===== src/rtl/cardinal_nic_pkg.sv =====
// Shared constants for the cardinal ring network interface controller.
// Holds the PE register map and the default packet geometry.
package cardinal_nic_pkg;

    localparam int DEF_DATA_WIDTH = 64;
    localparam int DEF_VC_BIT     = 63;

    localparam logic [1:0] ADDR_IN_DATA  = 2'b00;
    localparam logic [1:0] ADDR_IN_STAT  = 2'b01;
    localparam logic [1:0] ADDR_OUT_DATA = 2'b10;
    localparam logic [1:0] ADDR_OUT_STAT = 2'b11;

endpackage


===== src/rtl/nic_channel_buffer.sv =====
// One-entry packet register with a full flag.
// Load wins over clear, although the NIC never issues both in one cycle.
module nic_channel_buffer #(
    parameter int WIDTH = 64
) (
    input  logic             clk,
    input  logic             rst,
    input  logic             load,
    input  logic             clear,
    input  logic [WIDTH-1:0] load_data,
    output logic [WIDTH-1:0] data,
    output logic             full
);

    always_ff @(posedge clk or posedge rst) begin
        if (rst) begin
            data <= '0;
            full <= 1'b0;
        end else if (load) begin
            data <= load_data;
            full <= 1'b1;
        end else if (clear) begin
            full <= 1'b0;
        end
    end

endmodule


===== src/rtl/cardinal_nic.sv =====
// NIC between one PE and a cardinal_router PE port: register-mapped PE side,
// send/ready ring side, injection gated by ring polarity against the packet VC bit.
import cardinal_nic_pkg::*;

module cardinal_nic #(
    parameter int DATA_WIDTH = DEF_DATA_WIDTH,
    parameter int VC_BIT     = DEF_VC_BIT
) (
    input  logic                  clk,
    input  logic                  rst,
    input  logic [1:0]            addr,
    input  logic [DATA_WIDTH-1:0] d_in,
    output logic [DATA_WIDTH-1:0] d_out,
    input  logic                  nicEn,
    input  logic                  nicEnWr,
    input  logic                  net_si,
    output logic                  net_ri,
    input  logic [DATA_WIDTH-1:0] net_di,
    output logic                  net_so,
    input  logic                  net_ro,
    output logic [DATA_WIDTH-1:0] net_do,
    input  logic                  net_polarity
);

    logic                  pe_rd;
    logic                  pe_wr;
    logic                  in_load;
    logic                  in_clear;
    logic                  out_load;
    logic                  in_full;
    logic                  out_full;
    logic [DATA_WIDTH-1:0] in_buf;
    logic [DATA_WIDTH-1:0] out_buf;

    assign pe_rd = nicEn && !nicEnWr;
    assign pe_wr = nicEn && nicEnWr;

    // Handshake outputs are gated by rst so nothing leaks out while reset is held.
    assign net_ri = !in_full && !rst;
    assign net_so = out_full && net_ro && (out_buf[VC_BIT] == net_polarity) && !rst;
    assign net_do = out_buf;

    assign in_load  = net_si && net_ri;
    assign in_clear = pe_rd && (addr == ADDR_IN_DATA) && in_full;
    // Pre-edge out_full governs, so a write in the injecting cycle is dropped.
    assign out_load = pe_wr && (addr == ADDR_OUT_DATA) && !out_full;

    nic_channel_buffer #(.WIDTH(DATA_WIDTH)) u_in_buf (
        .clk       (clk),
        .rst       (rst),
        .load      (in_load),
        .clear     (in_clear),
        .load_data (net_di),
        .data      (in_buf),
        .full      (in_full)
    );

    nic_channel_buffer #(.WIDTH(DATA_WIDTH)) u_out_buf (
        .clk       (clk),
        .rst       (rst),
        .load      (out_load),
        .clear     (net_so),
        .load_data (d_in),
        .data      (out_buf),
        .full      (out_full)
    );

    always_ff @(posedge clk or posedge rst) begin
        if (rst) begin
            d_out <= '0;
        end else if (pe_rd) begin
            case (addr)
                ADDR_IN_DATA:  d_out <= in_buf;
                ADDR_IN_STAT:  d_out <= {{(DATA_WIDTH-1){1'b0}}, in_full};
                ADDR_OUT_STAT: d_out <= {{(DATA_WIDTH-1){1'b0}}, out_full};
                default:       d_out <= '0;
            endcase
        end
    end

endmodule


===== config.mk =====
export PLATFORM = sky130hd
export DESIGN_NAME = cardinal_nic
export DESIGN_NICKNAME = d
export VERILOG_FILES = /design/src/rtl/cardinal_nic_pkg.sv /design/src/rtl/nic_channel_buffer.sv /design/src/rtl/cardinal_nic.sv
export SDC_FILE = /design/constraint.sdc
export NUM_CORES = 1
export LEC_CHECK = 0
export CAP_MARGIN = 20
export CORE_MARGIN = 2
export CORE_UTILIZATION = 44
export DETAILED_ROUTE_END_ITERATION = 10
export PLACE_DENSITY = 0.84
export SETUP_SLACK_MARGIN = 0.4
export SLEW_MARGIN = 20
export SYNTH_ARGS = -nofsm -noshare
export SYNTH_HDL_FRONTEND = slang
export SYNTH_SLANG_ARGS = --single-unit

===== constraint.sdc =====
create_clock -name clk -period 9.4 [get_ports clk]
set_input_delay 2.35 -clock clk [delete_from_list [all_inputs] [get_ports clk]]
set_output_delay 2.35 -clock clk [all_outputs]
set_load 0.02 [all_outputs]

# Word level (Yosys, flattened, before mapping)
# Index checks and enable logic that the tools add are counted.
# W data, S select, Z words.
[op_classes]
n_eq_ne = 4
mux = 5
n_reduce_logical = 18
[ops]
columns = ["op", "n"]
rows = [
  ["$pmux W64 S3", 1],
  ["$logic_and A1 B1 Y1", 11],
  ["$eq A2 B2 Y1 const B", 2],
  ["$logic_not A1 Y1", 4],
  ["$mux W1", 4],
  ["$reduce_bool A2 Y1", 2],
  ["$eq A2 B1 Y1 const B", 1],
  ["$logic_not A2 Y1", 1],
  ["$eq A1 B1 Y1", 1],
]
[totals]
reg_bits = 194
in_bits = 137
out_inout_bits = 130
wordCells = 32

# Depth between registers and ports, before layout
[logic_depth]
depth_word = 6
depth_mapped = 5
mapped_depth_nobuf = 3

# Modules after synthesis
# A second synthesis with hierarchy kept.
[unflattened]
hier_cells = 434
hier_area_um2 = 7603.5
[by_module_without_submodules]
columns = ["module", "n_inst", "cells_per_inst", "area_each_um2", "seq_area_each_um2"]
rows = [
  ["nic_channel_buffer", 2, 139, 2618.8, 1626.6],
  ["cardinal_nic", 1, 156, 2366.0, 1601.5],
]

# Worst setup path before layout
# Ideal clock, no wire load.
[synth_path]
kind = "in2out"
from = "input net_polarity"
to = "output net_so"
arrival_time_ps = 3045
required_time_ps = 7050
slack_ps = 4005
path_stages = 2
path_buffers = 0
path_cell_list = "xor2_1 nor3_1"
[synth_via]
elab_chain_len = 3
[synth_rtl]
columns = ["element", "line", "source"]
rows = [
  ["start, declared", "cardinal_nic.sv:22", "input logic net_polarity"],
  ["$eq A1 B1 Y1", "cardinal_nic.sv:40", "assign net_so = out_full && net_ro && (out_buf[VC_BIT] == net_polarity) && !rst;"],
  ["$logic_and A1 B1 Y1 (2 in series)", "cardinal_nic.sv:40", ""],
  ["end, declared", "cardinal_nic.sv:19", "output logic net_so,"],
]
# Every way passes these cells.

# Final worst setup path
[layout_path]
from = "input rst"
to = "output net_so"
[layout_via]
elab_chain_len = 2
[layout_rtl]
columns = ["element", "line", "source"]
rows = [
  ["start, declared", "cardinal_nic.sv:10", "input logic rst,"],
  ["$logic_not A1 Y1 (no source line)", "--", ""],
  ["$logic_and A1 B1 Y1", "cardinal_nic.sv:40", ""],
]
# Every way passes these cells.

==> key figures <==
Outcome
  • Status: complete, no violations

Route
  • Number of nets with antenna violations after routing: 0
  • WL/cell: between 15 and 20 um
  • Iter 0 DRT Violations: ~170
  • Via-to-Cell Ratio: 5.11
  • Via total after detailed routing: around 4700
  • Wirelength, routed: between 15000 and 20000 um
  • DRC: 0
  • Detailed-router iteration count before antenna repair: 4

Synth
  • Most used standard cell by instance count after synthesis: sky130_fd_sc_hd__dfrtp_1
  • Share of the synthesized area in the top cell type: 0.680
  • Combinational family with the most area after synthesis: multiplexers
  • Synthesized area: 7140 um2
  • Xor and xnor fraction of the mapped netlist area: 0.00123
  • Multiplexer fraction of the synthesized cell area: 0.203
  • Synth cell count leaders: 194 x sky130_fd_sc_hd__dfrtp_1, 81 x sky130_fd_sc_hd__mux2_1, 63 x sky130_fd_sc_hd__a22o_1
  • Fraction of the mapped netlist area in compound gates: 0.0811
  • Async set or reset register ratio after synthesis: 1.00
  • Yosys warning total: 0
  • Leading post-synthesis cells by cell area: sky130_fd_sc_hd__dfrtp_1 68%, sky130_fd_sc_hd__mux2_1 13%, sky130_fd_sc_hd__a22o_1 7.7%
  • Synthesized area divided by synthesized cell count: between 15 and 20 um2
  • Mapped Nets: between 500 and 600
  • Cell type with the largest total area after synthesis: sky130_fd_sc_hd__dfrtp_1
  • Synthesis-stage register bit count: about 190
  • Post-synthesis share of cell area spent on and, or, nand and nor gates: 0.00824
  • Most common flop cell mapped by yosys: sky130_fd_sc_hd__dfrtp_1
  • Sequential cell area fraction in the yosys report: 0.680
  • Post-synthesis adder-cell area fraction: 0
  • Post-Synthesis Cells: 430
  • Number of flops mapped to enable cells by yosys: 0
  • Unique masters post-synth: 22

Global routing
  • Aggregate global routing overflow: 0
  • Number of global-route vias before repair: 4908
  • Wire length of the first global-routing pass: about 29000 um
  • Pin count of the biggest net entering global routing: ~120
  • Total routing usage reported by global routing: 0.213
  • Initial antenna violation count: 0

CTS
  • Number of buffers inserted by post-CTS setup repair: 0
  • Clock tree from TritonCTS: done
  • Maximum root-to-sink buffer count: 2
  • Worst skew pair latency: 0.42 ns
  • H-tree level count: 4
  • Sinks on Clock Net: roughly 190
  • Resized Gates After CTS: 0
  • TritonCTS Buffers: 17
  • Quantity of hold-fixing buffers added after cts: 0
  • Root Buffer: sky130_fd_sc_hd__clkbuf_16
  • CTS clock-pin slew for the worst setup and hold paths: roughly 0.070 ns

Finish
  • Fill cell count: ~1100
  • Total Nets Final: 830
  • Area grow syn2layout: 47.7%
  • Sequential cell area: approximately 5000 um2
  • Antenna Diode Count: 0
  • Fraction of layout instances using a drive strength above 1: 0.126
  • Finished Layout Cells: roughly 920
  • Area occupied by multi-input gates: between 2000 and 2500 um2

Die
  • Vertical extent of the die: between 100 and 150 um
  • Initial core utilization: 0.450
  • Floorplan die area: 17300 um2
  • Die span in x: roughly 130 um
  • Core region area: between 15000 and 20000 um2
  • Num ports: ~270
  • Site row count: between 40 and 50

Run
  • Max-cap violations: 0

Timing
  • Hold Fails Final Rpt: 0
  • Worst rel slew slack: 0.371
  • Min Clock Period, post-route: 6.32 ns
  • Setup skew after layout: 0.00653 ns
  • Final Max Tran Viols: 0
  • RSZ-0062 raised after global routing: false
  • Maximum clock rate: 158 MHz
  • Post-Route Setup TNS: 0 ns
  • Final cycle utilization of the critical path: 0.673
  • Setup violations, final: 0
  • Transition time at the pin with the least slew margin: 0.943 ns

Pwr
  • Portion of total power attributed to sequential cells: 0.431
  • Portion of total power attributed to the clock network: 0.235
  • Switching part of the total power: 0.312
  • Power density relative to cell area: ~290 nW/um2
  • NetSw: 0.963 mW
  • Combinational group share of total power: 0.334
  • Maximum resistive drop on vdd: ~0.14 mV
  • Internal power contribution: 2.13 mW
  • Leak: ~4.5 nW

Critical path
  • Required time reported for the critical path endpoint: roughly 7.1 ns
  • Type of the worst setup path: in2out
  • Data arrival time of the critical path: about 4 ns
  • Kind of launch point of the worst setup path: input pin
  • Worst setup path startpoint: rst
  • Max Fanout on Critical Path: 3
  • Worst R2R Start: u_out_buf.full
  • CP Capture Type: output port
  • Flop2flop setup slack: roughly 7.4 ns

Worst hold path
  • Hold path startpoint: u_out_buf.data[9]
  • Worst hold path class: reg2reg

Place
  • Half-perimeter wire length of the detailed placement result: about 12000 um
  • Routability-driven placement congestion ratio: 0.795
  • Instance count after placement with tap cells included: 890
  • Count of input and output buffers: around 270
-- through the flow --
stage | power (mW) | instance area (um2) | util | setup WS, ns | hold slack, ns
after floorplan | 1.84 | 7140 | - | 1.77 | 0.458
after global placement | 2.33 | 9950 | 0.626 | 3.24 | 0.465
after detailed placement | 2.39 | 9950 | 0.626 | 3.20 | 0.474
after CTS | 3.12 | 10500 | 0.664 | 3.09 | 0.490
after global routing | 3.23 | 10500 | 0.664 | 3.06 | 0.496
final | 3.09 | 10500 | 0.664 | 3.08 | 0.486
-- power by group through the flow --
stage,logic (mW),clock network [mW],registers (mW)
2_1_floorplan,0.301,0,1.54
3_3_place_gp,1.01,0,1.32
3_5_place_dp,1.04,0,1.35
4_1_cts,1.05,0.742,1.33
5_1_grt,1.09,0.777,1.37
6_report,1.03,0.725,1.33
-- worst paths after layout --
check                                endpoint  cells past startpoint
max reg2reg                u_out_buf.data[42]                      4
min reg2reg                 u_out_buf.data[9]                      1
min                         u_out_buf.data[9]                      1
max                                    net_so                      3
min in group asynchronous  u_out_buf.data[17]                      2
max in group asynchronous  u_out_buf.data[57]                      3
-- worst max-delay path, cell delays in order --
cell and delay [ns]:
sky130_fd_sc_hd__clkdlybuf4s50_1 0.55, sky130_fd_sc_hd__nor3_1 0.40, sky130_fd_sc_hd__clkdlybuf4s50_1 0.67
-- cell families (layout without fill, tap and decap cells) --
| logic type | after synthesis | in the layout |
|---|---|---|
| AO/OA/AOI/OAI | 67 | 67 |
| buffers and inverters | 30 | 306 |
| multiplexers | 129 | 129 |
| XOR/XNOR | 1 | 1 |
| flip-flops | 194 | 194 |
| AND/OR/NAND/NOR | 9 | 9 |
-- registers in the layout (all words and copies together), names as in the netlist --
signal          count
u_out_buf.data     64
u_out_buf.full      1
u_in_buf.data      64
u_in_buf.full       1
d_out              64
-- metal layers --
layer / track usage / routed length, um / up-vias
met4: 0.0767 / 374 / 0
li1: - / - / 2094
met3: 0.0640 / 1170 / 29
met2: 0.360 / 9060 / 179
met5: 0 / 0 / -
met1: 0.260 / 7320 / 2407
-- layout by cell type (no fill, tap or decap), types with 2 or more instances in the layout --
cell / n
sky130_fd_sc_hd__inv_8: 2
sky130_fd_sc_hd__inv_6: 4
sky130_fd_sc_hd__clkbuf_16: 17
sky130_fd_sc_hd__inv_1: 3
sky130_fd_sc_hd__bufinv_16: 2
sky130_fd_sc_hd__mux2_2: 48
sky130_fd_sc_hd__clkdlybuf4s50_1: 266
sky130_fd_sc_hd__a22o_1: 63
sky130_fd_sc_hd__dfrtp_1: 194
sky130_fd_sc_hd__nor2_1: 2
sky130_fd_sc_hd__buf_4: 4
sky130_fd_sc_hd__clkinv_2: 3
sky130_fd_sc_hd__clkinvlp_4: 2
sky130_fd_sc_hd__clkinv_4: 2
sky130_fd_sc_hd__mux2_1: 81
-- area by class of cell --
type	count	area share
Clock buffer	18	0.0417
Clock inverter	14	0.0146
Sequential cell	194	0.460
Timing Repair Buffer	270	0.255
Inverter	4	0.00214
Multi-Input combinational cell	206	0.200
Tap cell	216	0.0256
(Power assumes the default switching activity.)
